==> config.mk <==
export PLATFORM = sky130hd
export DESIGN_NAME = muldiv_unit_flat
export DESIGN_NICKNAME = d
export VERILOG_FILES = /design/src/rtl/muldiv_unit_if.sv /design/src/rtl/muldiv_unit.sv /design/src/flat_wrapper.sv
export SDC_FILE = /design/constraint.sdc
export NUM_CORES = 1
export LEC_CHECK = 0
export ABC_AREA = 1
export ABC_CLOCK_PERIOD_IN_PS = 8050
export CORE_UTILIZATION = 40
export CTS_CLUSTER_DIAMETER = 200
export DETAILED_ROUTE_END_ITERATION = 8
export DONT_BUFFER_PORTS = 1
export MAX_ROUTING_LAYER = met4
export PLACE_DENSITY = 0.62
export SYNTH_ARGS = -nofsm -noshare
export SYNTH_HDL_FRONTEND = slang
export SYNTH_SLANG_ARGS = --single-unit
==> constraint.sdc <==
create_clock -name i_Clk -period 8.05 [get_ports i_Clk]
set_input_delay 0.4025 -clock i_Clk [delete_from_list [all_inputs] [get_ports i_Clk]]
set_output_delay 0.4025 -clock i_Clk [all_outputs]
set_load 0.005 [all_outputs]
==> src/rtl/muldiv_unit_if.sv <==
`default_nettype none
// +----------------------------------------------------------------------+
// | muldiv_unit_if : operand, HI/LO and status bundle for muldiv_unit    |
// | Revision 1.0                                                         |
// +----------------------------------------------------------------------+
interface muldiv_unit_if #(
  parameter int DATA_WIDTH = 32
);
  logic                  i_Start;
  logic [1:0]            i_Op;
  logic [DATA_WIDTH-1:0] i_RS_Data;
  logic [DATA_WIDTH-1:0] i_RT_Data;
  logic                  i_MTHI;
  logic                  i_MTLO;
  logic                  o_Busy;
  logic                  o_Done;
  logic [DATA_WIDTH-1:0] o_HI;
  logic [DATA_WIDTH-1:0] o_LO;

  modport master (
    output i_Start, i_Op, i_RS_Data, i_RT_Data, i_MTHI, i_MTLO,
    input  o_Busy, o_Done, o_HI, o_LO
  );

  modport slave (
    input  i_Start, i_Op, i_RS_Data, i_RT_Data, i_MTHI, i_MTLO,
    output o_Busy, o_Done, o_HI, o_LO
  );
endinterface
`default_nettype wire

==> src/rtl/muldiv_unit.sv <==
`default_nettype none
// +----------------------------------------------------------------------+
// | muldiv_unit : iterative radix-2 MULT/MULTU/DIV/DIVU with HI/LO regs  |
// | Revision 1.0                                                         |
// +----------------------------------------------------------------------+
module muldiv_unit #(
  parameter int DATA_WIDTH = 32,
  parameter int CNT_WIDTH  = 6
) (
  input  wire logic         i_Clk,
  input  wire logic         reset,
  muldiv_unit_if.slave      bus
);
  localparam int W = DATA_WIDTH;
  localparam logic [CNT_WIDTH-1:0] LAST_STEP = CNT_WIDTH'(DATA_WIDTH - 1);

  typedef enum logic [1:0] {
    ST_IDLE  = 2'd0,
    ST_RUN   = 2'd1,
    ST_FIXUP = 2'd2
  } state_t;

  state_t               state_q, state_d;
  logic [CNT_WIDTH-1:0] cnt_q, cnt_d;
  logic [2*W-1:0]       acc_q, acc_d;
  logic [W-1:0]         b_q, b_d;
  logic                 is_div_q, is_div_d;
  logic                 neg_res_q, neg_res_d;
  logic                 neg_rem_q, neg_rem_d;
  logic                 div_zero_q, div_zero_d;
  logic [W-1:0]         hi_q, hi_d;
  logic [W-1:0]         lo_q, lo_d;
  logic                 done_q, done_d;

  logic                 op_signed;
  logic                 a_neg, b_neg;
  logic [W-1:0]         a_mag, b_mag;
  logic [W:0]           mul_sum;
  logic [W:0]           div_diff;
  logic [2*W-1:0]       prod_fix;
  logic [W-1:0]         quot_fix;
  logic [W-1:0]         rem_fix;

  assign op_signed = ~bus.i_Op[0];
  assign a_neg     = op_signed & bus.i_RS_Data[W-1];
  assign b_neg     = op_signed & bus.i_RT_Data[W-1];
  assign a_mag     = a_neg ? -bus.i_RS_Data : bus.i_RS_Data;
  assign b_mag     = b_neg ? -bus.i_RT_Data : bus.i_RT_Data;

  // Multiply: acc = {partial, multiplier}; add multiplicand when LSB set, then shift right.
  assign mul_sum   = {1'b0, acc_q[2*W-1:W]} + (acc_q[0] ? {1'b0, b_q} : '0);
  // Divide: acc = {remainder, dividend/quotient}; trial-subtract on the left-shifted remainder.
  assign div_diff  = acc_q[2*W-1:W-1] - {1'b0, b_q};

  assign prod_fix  = neg_res_q ? -acc_q : acc_q;
  assign quot_fix  = neg_res_q ? -acc_q[W-1:0] : acc_q[W-1:0];
  assign rem_fix   = neg_rem_q ? -acc_q[2*W-1:W] : acc_q[2*W-1:W];

  always_comb begin
    state_d    = state_q;
    cnt_d      = cnt_q;
    acc_d      = acc_q;
    b_d        = b_q;
    is_div_d   = is_div_q;
    neg_res_d  = neg_res_q;
    neg_rem_d  = neg_rem_q;
    div_zero_d = div_zero_q;
    hi_d       = hi_q;
    lo_d       = lo_q;
    done_d     = 1'b0;

    case (state_q)
      ST_IDLE: begin
        if (bus.i_Start) begin
          is_div_d   = bus.i_Op[1];
          neg_res_d  = a_neg ^ b_neg;
          neg_rem_d  = a_neg;
          div_zero_d = (bus.i_RT_Data == '0);
          cnt_d      = '0;
          state_d    = ST_RUN;
          if (bus.i_Op[1]) begin
            acc_d = {{W{1'b0}}, a_mag};
            b_d   = b_mag;
          end else begin
            acc_d = {{W{1'b0}}, b_mag};
            b_d   = a_mag;
          end
        end else begin
          if (bus.i_MTHI) hi_d = bus.i_RS_Data;
          if (bus.i_MTLO) lo_d = bus.i_RS_Data;
        end
      end

      ST_RUN: begin
        if (is_div_q) begin
          if (!div_diff[W]) acc_d = {div_diff[W-1:0], acc_q[W-2:0], 1'b1};
          else              acc_d = {acc_q[2*W-2:0], 1'b0};
        end else begin
          acc_d = {mul_sum, acc_q[W-1:1]};
        end
        cnt_d = cnt_q + CNT_WIDTH'(1);
        if (cnt_q == LAST_STEP) state_d = ST_FIXUP;
      end

      ST_FIXUP: begin
        // Divide-by-zero leaves the dividend in the remainder, so HI already matches RS.
        if (is_div_q) begin
          hi_d = rem_fix;
          lo_d = div_zero_q ? {W{1'b1}} : quot_fix;
        end else begin
          hi_d = prod_fix[2*W-1:W];
          lo_d = prod_fix[W-1:0];
        end
        done_d  = 1'b1;
        state_d = ST_IDLE;
      end

      default: state_d = ST_IDLE;
    endcase
  end

  always_ff @(posedge i_Clk) begin
    if (!reset) begin
      state_q    <= ST_IDLE;
      cnt_q      <= '0;
      acc_q      <= '0;
      b_q        <= '0;
      is_div_q   <= 1'b0;
      neg_res_q  <= 1'b0;
      neg_rem_q  <= 1'b0;
      div_zero_q <= 1'b0;
      hi_q       <= '0;
      lo_q       <= '0;
      done_q     <= 1'b0;
    end else begin
      state_q    <= state_d;
      cnt_q      <= cnt_d;
      acc_q      <= acc_d;
      b_q        <= b_d;
      is_div_q   <= is_div_d;
      neg_res_q  <= neg_res_d;
      neg_rem_q  <= neg_rem_d;
      div_zero_q <= div_zero_d;
      hi_q       <= hi_d;
      lo_q       <= lo_d;
      done_q     <= done_d;
    end
  end

  assign bus.o_Busy = (state_q != ST_IDLE);
  assign bus.o_Done = done_q;
  assign bus.o_HI   = hi_q;
  assign bus.o_LO   = lo_q;
endmodule
`default_nettype wire

==> src/flat_wrapper.sv <==
// flat-port wrapper written by rule: the top's interface ports become plain ports
module muldiv_unit_flat 
#(
  parameter int DATA_WIDTH = 32,
  parameter int CNT_WIDTH  = 6
)
  (i_Clk, reset, bus_i_Start, bus_i_Op, bus_i_RS_Data, bus_i_RT_Data, bus_i_MTHI, bus_i_MTLO, bus_o_Busy, bus_o_Done, bus_o_HI, bus_o_LO);
  muldiv_unit_if #(.DATA_WIDTH(DATA_WIDTH)) bus_i ();
  input  wire logic i_Clk;
  input  wire logic reset;
  input wire logic [$bits(bus_i.i_Start)-1:0] bus_i_Start;
  input wire logic [$bits(bus_i.i_Op)-1:0] bus_i_Op;
  input wire logic [$bits(bus_i.i_RS_Data)-1:0] bus_i_RS_Data;
  input wire logic [$bits(bus_i.i_RT_Data)-1:0] bus_i_RT_Data;
  input wire logic [$bits(bus_i.i_MTHI)-1:0] bus_i_MTHI;
  input wire logic [$bits(bus_i.i_MTLO)-1:0] bus_i_MTLO;
  output wire logic [$bits(bus_i.o_Busy)-1:0] bus_o_Busy;
  output wire logic [$bits(bus_i.o_Done)-1:0] bus_o_Done;
  output wire logic [$bits(bus_i.o_HI)-1:0] bus_o_HI;
  output wire logic [$bits(bus_i.o_LO)-1:0] bus_o_LO;
  assign bus_i.i_Start = bus_i_Start;
  assign bus_i.i_Op = bus_i_Op;
  assign bus_i.i_RS_Data = bus_i_RS_Data;
  assign bus_i.i_RT_Data = bus_i_RT_Data;
  assign bus_i.i_MTHI = bus_i_MTHI;
  assign bus_i.i_MTLO = bus_i_MTLO;
  assign bus_o_Busy = bus_i.o_Busy;
  assign bus_o_Done = bus_i.o_Done;
  assign bus_o_HI = bus_i.o_HI;
  assign bus_o_LO = bus_i.o_LO;
  muldiv_unit #(.DATA_WIDTH(DATA_WIDTH), .CNT_WIDTH(CNT_WIDTH)) u_core (.i_Clk(i_Clk), .reset(reset), .bus(bus_i));
endmodule
==> flow_results.org, run 1 <==
** Hold path
- The worst hold path begins at reset.
- The worst hold path was traced through 2 stages.
- Min-delay worst type :: input port to flip-flop
- The path with the worst hold slack has its endpoint at u_core.bus.o_LO[1]$_SDFFE_PN0P_.

** Placement
- The HPWL after detailed placement is 61.4 mm.
- In this run the cell area measured after placement is 18100 µm².
- OpenSTA, run right after detailed placement, puts the worst setup slack at 4.84 ns.
- Number of buffers inserted by port buffering :: 0
- Gp weighted congestion :: 1.09

** Worst setup path
- Cells on worst reg2reg path :: 9
- Critical path start-end classification :: flip-flop to flip-flop
- Setup crit end kind :: flip-flop
- Data required time of the critical path :: 8.39 ns
- The largest individual stage delay along the critical path comes from the cell nand2_1.
- On the worst path, the slowest cell contributes a delay of 0.63 ns.
- Along the worst path, the maximum fanout reaches 25.
- In this run the critical register-to-register path is captured at u_core.bus.o_LO[16]$_SDFFE_PN0P_.
- Worst reg2reg path startpoint :: u_core.state_q[1]$_SDFFE_PN0P_
- The most numerous cell type found on the critical path is nor2_1.
- Walking the worst path, the cells encountered are nor2_1, inv_1, nor2_1, nand2_1, inv_1, nor2_2, buf_4, a221oi_1, nor2_1.
- For flop-to-flop paths, the worst setup slack is 4.65 ns.
- Data arrival at the endpoint of the critical path :: 3.74 ns
- STA classifies the critical path startpoint as a flip-flop.

** Routing
- Total Wirelength :: 77.8 mm
- Dividing the detail-routed wire length by the instance count gives 20.9 µm.
- The first routing iteration left 3004 violations.
- For this run, the detailed router's first-pass iteration total came to 6.
- Via count normalized by instance count :: 5.74
- In this run the remaining antenna-violating nets after routing total 0.
- After detailed routing, the number of remaining DRC violations is 0.
- Vias after detailed routing :: 21390

** Floorplanning
- After floorplanning, the core was sized to cover 43500 µm².
- The initial utilization of the core area, before any placement, comes to 0.410.
- From bottom edge to top edge, the die measures 213 µm.
- Area enclosed by the die boundary :: 45400 µm²
- Measured along the x axis, the die boundary spans 213 µm.
- Row generation in the floorplan step produced 76 rows.
- Pin placement for this block handled 137 I/O pins.

** Synth
- The number of different library cells used by synthesis comes to 54.
- During synthesis, Yosys emitted a total of 0 warnings.
- In this run the cell area of the synthesized design comes to 17800 µm².
- Syn Inst Count :: 3224
- The number of nets handed over by synthesis was 3366.
- Counting flops with a built-in enable in the synthesized netlist gives 0.
- Top-area cell type share of the netlist area :: 0.195
- Async S/R FF share, synth :: 0
- Most frequent cell after synthesis :: nand2_1
- The most used flip-flop cell after synthesis is dfxtp_1.
- In this run, synthesis produced a sequential element count of 173.
- Yosys top cell by area :: dfxtp_1
- Sequential cell area fraction in the yosys report :: 0.195
- Ranked by total cell area, the synthesized netlist is headed by dfxtp_1 (19%), nand2_1 (19%), inv_1 (9.9%), nand3_1 (9.5%), o21ai_0 (7.1%).
- Most common library cells after synthesis :: nand2_1 (921), inv_1 (468), nand3_1 (337), nor2_1 (279), o21ai_0 (251)
- A synthesized cell averages 5.52 µm².

** Power and ir drop
- Cell Int Power :: 1.71 mW
- Power density normalized to cell area :: 164 nW/µm²
- Of the total power, the clock network draws 0.286.
- Fraction of power consumed by sequential logic :: 0.330
- Combinational group share of total power :: 0.384
- The worst-case IR drop observed on VDD is 0.000134 V.
- Reported leakage power :: 9.14 nW
- The analysis attributes to net switching a power of 1.38 mW.
- Of the total power, the share spent switching nets is 0.447.

** Layout
- The filler cells instantiated in the layout total 4993.
- Post-layout instance area :: 18800 µm²
- Area growth from synthesis to layout :: 5.31%
- Layout cells sized above 1 :: 0.0347
- The final layout contains 3270 nets.

** STA
- Clock period minus final worst setup slack :: 3.40 ns
- Total setup violations reported at the end of the flow :: 0
- For the pin with the worst max-slew slack, the measured transition is 1.12 ns.
- Dividing the final minimum period by the clock period gives 0.422.
- Headroom to the max-slew limit came out at 0.248.
- Fin. max-slew vios :: 0
- The final hold violation count came to 0.
- Worst setup skew after layout :: 0.0240 ns
- Hold WS :: 0.0235 ns
- Worst-case setup margin in the final layout :: 4.65 ns
- In the final timing run, aggregate negative setup slack is 0 ns.
- Fmax achieved :: 0.294 GHz
- Unrepaired setup endpoints after global routing :: no

** CTS
- Root Buffer :: clkbuf_16
- Clock insertion delay at the later pin of the skew report :: 0.48 ns
- The clock tree synthesis step divided the H-tree into 4 levels.
- Clock Tree Buf Depth :: 2
- For this design, the CTS-stage hold fixing added 0 buffers.
- After clock tree synthesis, the clock-pin slew on the worst setup and hold paths is 0.08 ns.
- Post-CTS timing repair inserted 0 buffers for setup.
- TritonCTS built the clock tree.
- Clk sinks :: 173
- Number of buffers added by the clock tree synthesis step :: 17
- Gates resized during post-CTS repair numbered 0.

** GRT
- Maximum number of pins on one net before global-route repair :: 109
- The first global-routing pass estimated 115 mm of wire.
- Global-route track usage on met1 :: 0.501
- For this run the aggregate overflow at the end of global routing stands at 0.
- GR peak layer :: met1
- The initial antenna violation count was 2.
- The number of global-route vias before repair was 18453.
- Global routing usage on met2 :: 0.461
- Aggregate global-route resource usage :: 0.349
- In the global route stage, met3 resource usage came out at 0.0871.

** Status
- Status :: completed

** Flow run
- Max-cap violation count :: 0
routing by layer:
layer / vias to the layer above / wire length (µm)
li1: 10284 / -
met1: 9641 / 33800
met2: 1312 / 30300
met3: 153 / 10800
met4: 0 / 2870
met5: - / 0
cells in the final DEF (no fill, tap or decap), types with 10 or more instances in the layout:
cell / synthesis / layout
nand3_1: 337 / 337
inv_1: 468 / 467
xnor2_1: 10 / 10
o21bai_1: 10 / 10
or2_2: 10 / 10
a31oi_1: 25 / 25
nor4_1: 14 / 14
inv_2: 10 / 11
nand3b_1: 18 / 18
o21ai_1: 22 / 22
nand4_1: 34 / 34
o21ai_0: 251 / 251
nor2_1: 279 / 275
nand2_1: 921 / 919
xor2_1: 49 / 49
o211ai_1: 26 / 26
nor3_1: 45 / 45
dfxtp_1: 173 / 172
buf_4: 0 / 17
o31ai_1: 20 / 20
clkbuf_16: 0 / 17
a21oi_1: 223 / 223
ha_1: 69 / 69
sequential cells by signal, summed over array words and instances (netlist names):
register,cells
u_core.acc_q,64
u_core.b_q,32
u_core.bus.o_HI,32
u_core.bus.o_LO,32
u_core.cnt_q,6
u_core.state_q,2
u_core.bus.o_Done,1
u_core.div_zero_q,1
u_core.is_div_q,1
u_core.neg_rem_q,1
u_core.neg_res_q,1
logic make-up after synthesis:
group           synth area share
simple gates               0.403
xor+xnor                  0.0290
compound gates             0.190
fa+ha+maj                 0.0507
flops                      0.195
buf+inv                    0.132
layout make-up:
| type | instances | area (µm²) | area share |
|---|---|---|---|
| inverters | 483 | 1810 | 0.0968 |
| diodes | 2 | 5.00 | 0.000267 |
| clock inverters | 15 | 170 | 0.00908 |
| well taps | 585 | 732 | 0.0390 |
| flip-flops and latches | 173 | 3460 | 0.185 |
| multi-input cells | 2436 | 12000 | 0.641 |
| repair buffers | 17 | 128 | 0.00681 |
| clock buffers | 17 | 425 | 0.0227 |
power by group through the flow:
stage	Clock (mW)	Combinational, mW	Sequential (mW)
6_report	0.882	1.18	1.02
3_5_place_dp	0	1.14	1.03
5_1_grt	0.919	1.31	1.02
3_3_place_gp	0	1.14	1.03
4_1_cts	0.885	1.15	1.01
2_1_floorplan	0	0.872	0.972
worst max-delay path by stage:
stage                                                  end  depth (start not counted)  slack [ns]                      startpoint
after floorplan              u_core.acc_q[61]$_SDFFE_PN0P_                         19        5.47    u_core.acc_q[0]$_SDFFE_PN0P_
after global placement    u_core.bus.o_LO[10]$_SDFFE_PN0P_                          9        4.89  u_core.state_q[1]$_SDFFE_PN0P_
after detailed placement  u_core.bus.o_LO[16]$_SDFFE_PN0P_                          9        4.84  u_core.state_q[1]$_SDFFE_PN0P_
after CTS                 u_core.bus.o_LO[16]$_SDFFE_PN0P_                          9        4.84  u_core.state_q[1]$_SDFFE_PN0P_
after global routing         u_core.acc_q[63]$_SDFFE_PN0P_                         14        4.54   u_core.acc_q[54]$_SDFFE_PN0P_
final                     u_core.bus.o_LO[16]$_SDFFE_PN0P_                          9        4.65  u_core.state_q[1]$_SDFFE_PN0P_
critical path, delay by kind of cell, from the launching register on:
| family | cells | cell delay [ns] |
|---|---|---|
| flip-flops | 1 | 0.36 |
| buffers and inverters | 3 | 0.92 |
| AND/OR/NAND/NOR | 5 | 1.65 |
| AO/OA/AOI/OAI | 1 | 0.32 |
metrics by stage:
step	power, mW	cells	util
finish	3.08	3728	0.431
floorplan	1.84	3224	-
detailed placement	2.17	3694	0.418
global route	3.24	3728	0.431
CTS	3.04	3726	0.431
global placement	2.17	3694	0.418
Power figures use the tool's default switching activity.
==> inputs of run 2 (changes only) <==
Settings changed: ABC_AREA 1 to 0, ABC_CLOCK_PERIOD_IN_PS 8050 to 2900, PLACE_DENSITY 0.62 to 0.64.
Clock period 8.05 ns to 2.9 ns, I/O delays scaled along.
==> flow_results.org, run 2 <==
** Status
- Status :: finished, violations left
- The checks that failed: DRC, setup timing.

** Flow run
- Max-cap violation count :: 0

** Synth
- In the post-synthesis netlist, the cell with the most instances is nand2_1.
- Sequential cell area fraction in the yosys report :: 0.240
- Ranked by instance count, the synthesized netlist is headed by nand2_1 (207), a21oi_1 (203), nor2_1 (194), dfxtp_1 (173), o21ai_0 (128).
- Of the total synthesized cell area, the portion taken by full adders, half adders and majority gates is 0.0626.
- Total of flip-flops plus latches after synthesis :: 173
- Main flop type after synthesis :: dfxtp_1
- By area, the combinational part of the netlist is dominated by compound AO/OA/AOI/OAI gates.
- Post-synthesis cell area :: 14400 µm²
- By area the synthesized netlist is led by dfxtp_1 (24%), a21oi_1 (7.0%), xnor2_1 (6.3%), ha_1 (6.0%), nand2_1 (5.4%).
- Async S/R FF share, synth :: 0
- Number of distinct library cells after synthesis :: 78
- Of the post-synthesis cell area, the dominant cell type holds 0.240.
- For this run, the number of Yosys warnings is 0.
- Multiplexer fraction of the synthesized cell area :: 0.0358
- The synthesized design contains 0 enable-type register cells.
- In this run the mean area of a mapped cell was 7.35 µm².
- Of the total synthesized cell area, the portion taken by XOR and XNOR cells is 0.106.
- Total nets after synthesis :: 2105
- Yosys top cell by area :: dfxtp_1
- Compound-gate portion of the synthesized area :: 0.307
- Simple logic cell fraction of the synthesized area :: 0.194
- Syn Inst Count :: 1963

** Routing
- Total Wirelength :: 61.2 mm
- Dividing the detail-routed wire length by the instance count gives 22.5 µm.
- Drt first pass iters :: 9
- After detailed routing, no signal wire sits above met4.
- Vias after detailed routing :: 16852
- The detailed router put a total of 24.8 mm of wire on met1.
- Via count normalized by instance count :: 6.19
- After detailed routing, the met2 layer carries 27.2 mm of wire.
- Met3 wire length :: 6.38 mm
- The detailed router finished its first iteration with 2081 violations.
- In the routed design, unresolved DRC markers number 1.
- Post-route antenna net violation count :: 0

** GRT
- Initial antenna violation count :: 1
- Across every metal layer, demand over resource in global routing totals 0.337.
- Wire length of the first global-routing pass :: 93.0 mm
- Gr ovfl total :: 0
- Entering global routing, the biggest net connects 59 pins.
- Number of global-route vias before repair :: 15850

** STA
- Worst-case setup margin in the final layout :: -0.506 ns
- The number of max-slew violations in the final report was 0.
- Setup repair after global routing could not meet its margin everywhere.
- Clock period minus final worst setup slack :: 3.41 ns
- For the final database, setup skew stands at 0.0127 ns.
- The final hold violation count was 0.
- In this run the tightest slew margin relative to its limit is 0.202.
- Setup violations remaining at the end of the flow were counted as 66.
- At the pin with the least slew margin, the transition time is 1.19 ns.
- Based on the critical path, the design can be clocked at up to 0.294 GHz.
- Final worst path period share :: 1.17

** Layout
- The filler cells instantiated in the layout total 3218.
- Count of nets after finishing :: 2390
- The count of cells in the finished layout, fillers not included, comes to 2723.
- Area of the multi-input gates :: 11100 µm²
- In the layout the commonest cells are buf_4 (338), nand2_1 (197), a21oi_1 (188).
- Area growth from synthesis to layout :: 35.0%
- The sequential cells in the finished layout cover a total of 3490 µm².
- Of the cells placed in the final design, the portion with a size suffix greater than 1 is 0.259.
- Flip-flop count of the largest register after layout :: 64
- Leaving out fill and tap cells, the most frequent cell in the layout is buf_4.
- More flip-flops sit in one register than any other, and that register is u_core.acc_q.

** CTS
- CTS placed an instance of clkbuf_16 at the clock tree root.
- Clock-pin slew was measured on the worst setup and hold paths at 0.07 ns.
- TritonCTS clock tree :: built
- H-tree depth reported by CTS :: 4
- Clk sinks :: 173
- Clock insertion delay at the later pin of the skew report :: 0.45 ns
- Number of buffers added by the clock tree synthesis step :: 17
- Clock Tree Buf Depth :: 2

** Power and ir drop
- Tot Pwr :: 8.23 mW
- The analysis attributes to cell leakage a power of 7.99 nW.
- Dividing total power by cell area gives a power density of 423 nW/µm².
- The worst-case IR drop observed on VDD is 0.000413 V.

** Floorplanning
- In this run the core area contains 69 standard-cell rows.
- Starting density of the core :: 0.406
- Vertical die dimension :: 192 µm
- Area enclosed by the die boundary :: 36800 µm²
- For this design the top-level I/O count stands at 137.
- Area inside the core boundary :: 35500 µm²
- The die is 192 µm wide.

** Worst setup path
- Data arrival at the endpoint of the critical path :: 3.72 ns
- For this run, the slowest stage of the critical path takes 0.55 ns.
- Counting both buffers and inverters, the worst setup path holds a total of 2.
- Critical path start-end classification :: flip-flop to flip-flop
- Along the worst path, the maximum fanout reaches 4.
- Type of origin of the critical path :: flip-flop
- Top Family by Delay on Critical Path :: simple AND/OR/NAND/NOR gates
- Critical path, cell by cell :: or4_4, or3_4, or4_4, or3_4, a21oi_4, buf_4, buf_6, a22oi_2, xor2_1, a222oi_1, nor2_1
- Highest-delay cell along the critical path :: or4_4
- Setup crit end kind :: flip-flop
- Data required time of the critical path :: 3.22 ns

** Hold path
- The path class of the tightest hold or removal check is input port to flip-flop.

** Placement
- Counting tap cells, the placed design contains a total of 2616 instances.
- The count of buffers added on input and output ports is 0.
- Gp weighted congestion :: 0.986
- The wire-length estimate of the detail-placed layout is 44.2 mm.
-- run 2: cell types whose count changed after synthesis, sizes merged, moves of 46 or more --
cell	previous run	this run
mux2i	0	46
nor2	290	194
o21ai	275	138
inv	478	62
nand3	339	29
xnor2	10	104
nand2	931	207
-- run 2: layout make-up --
type	instances	share of cell area
repair buffers	412	0.176
multi-input cells	1581	0.572
well taps	461	0.0296
clock inverters	11	0.00681
diodes	1	0.000129
clock buffers	21	0.0237
flip-flops and latches	173	0.179
inverters	63	0.0128
-- run 2: timing repair --
item                                    4_1_cts  5_1_grt
hold endpoints to repair                    106        0
buffers inserted                             15       19
endpoints found under the setup margin       64       72
gates cloned                                  2        0
hold buffers                                 40        0
pin swaps                                    87       83
gates resized for setup                     134       88
-- run 2: logic make-up (layout without fill, tap and decap cells) --
kind of cell	Yosys count	after routing
AOI/OAI and AO/OA	678	678
and+or+nand+nor	607	607
buffers and inverters	209	507
xor gates and xnor gates	174	174
DFF	173	173
adders and majority gates	71	71
muxes	51	51
other	0	1
-- run 2: metrics by stage --
| step | utilization | TNS (ns) | instance area (µm²) | hold WS, ns | setup WS, ns |
|---|---|---|---|---|---|
| after global routing | 0.549 | -18.48 | 19500 | 0.0361 | -0.527 |
| after detailed placement | 0.485 | -27.78 | 17200 | 0.282 | -0.750 |
| final | 0.549 | -12.42 | 19500 | 0.0177 | -0.506 |
| after global placement | 0.485 | -25.36 | 17200 | 0.276 | -0.681 |
| after CTS | 0.533 | -12.01 | 18900 | 0.000594 | -0.376 |
| after floorplan | - | -1.40 | 14600 | 0.295 | -0.262 |
-- run 2: worst paths after layout --
kind | startpoint | cells after the start | slack [ns] | to
setup / recovery | u_core.acc_q[19]$_SDFFE_PN0P_ | 11 | -0.51 | u_core.bus.o_HI[7]$_SDFFE_PN0P_
hold / removal | bus_i_Op[1] | 2 | 0.02 | u_core.b_q[5]$_SDFFE_PN0P_
setup reg to reg | u_core.acc_q[19]$_SDFFE_PN0P_ | 11 | -0.51 | u_core.bus.o_HI[7]$_SDFFE_PN0P_
hold reg to reg | u_core.b_q[3]$_SDFFE_PN0P_ | 2 | 0.46 | u_core.b_q[3]$_SDFFE_PN0P_
-- run 2: report_power, final --
group,switching (mW),internal [mW],total [mW],leakage (nW)
clock,1.08,1.33,2.41,0.285
sequential,0.150,2.52,2.67,1.42
combinational,1.71,1.44,3.15,6.28
-- run 2: per-layer routing --
metal,vias up,global-route usage
li1,7765,-
met1,8081,0.422
met2,849,0.518
met3,157,0.0731
met5,-,-
met4,0,0.150
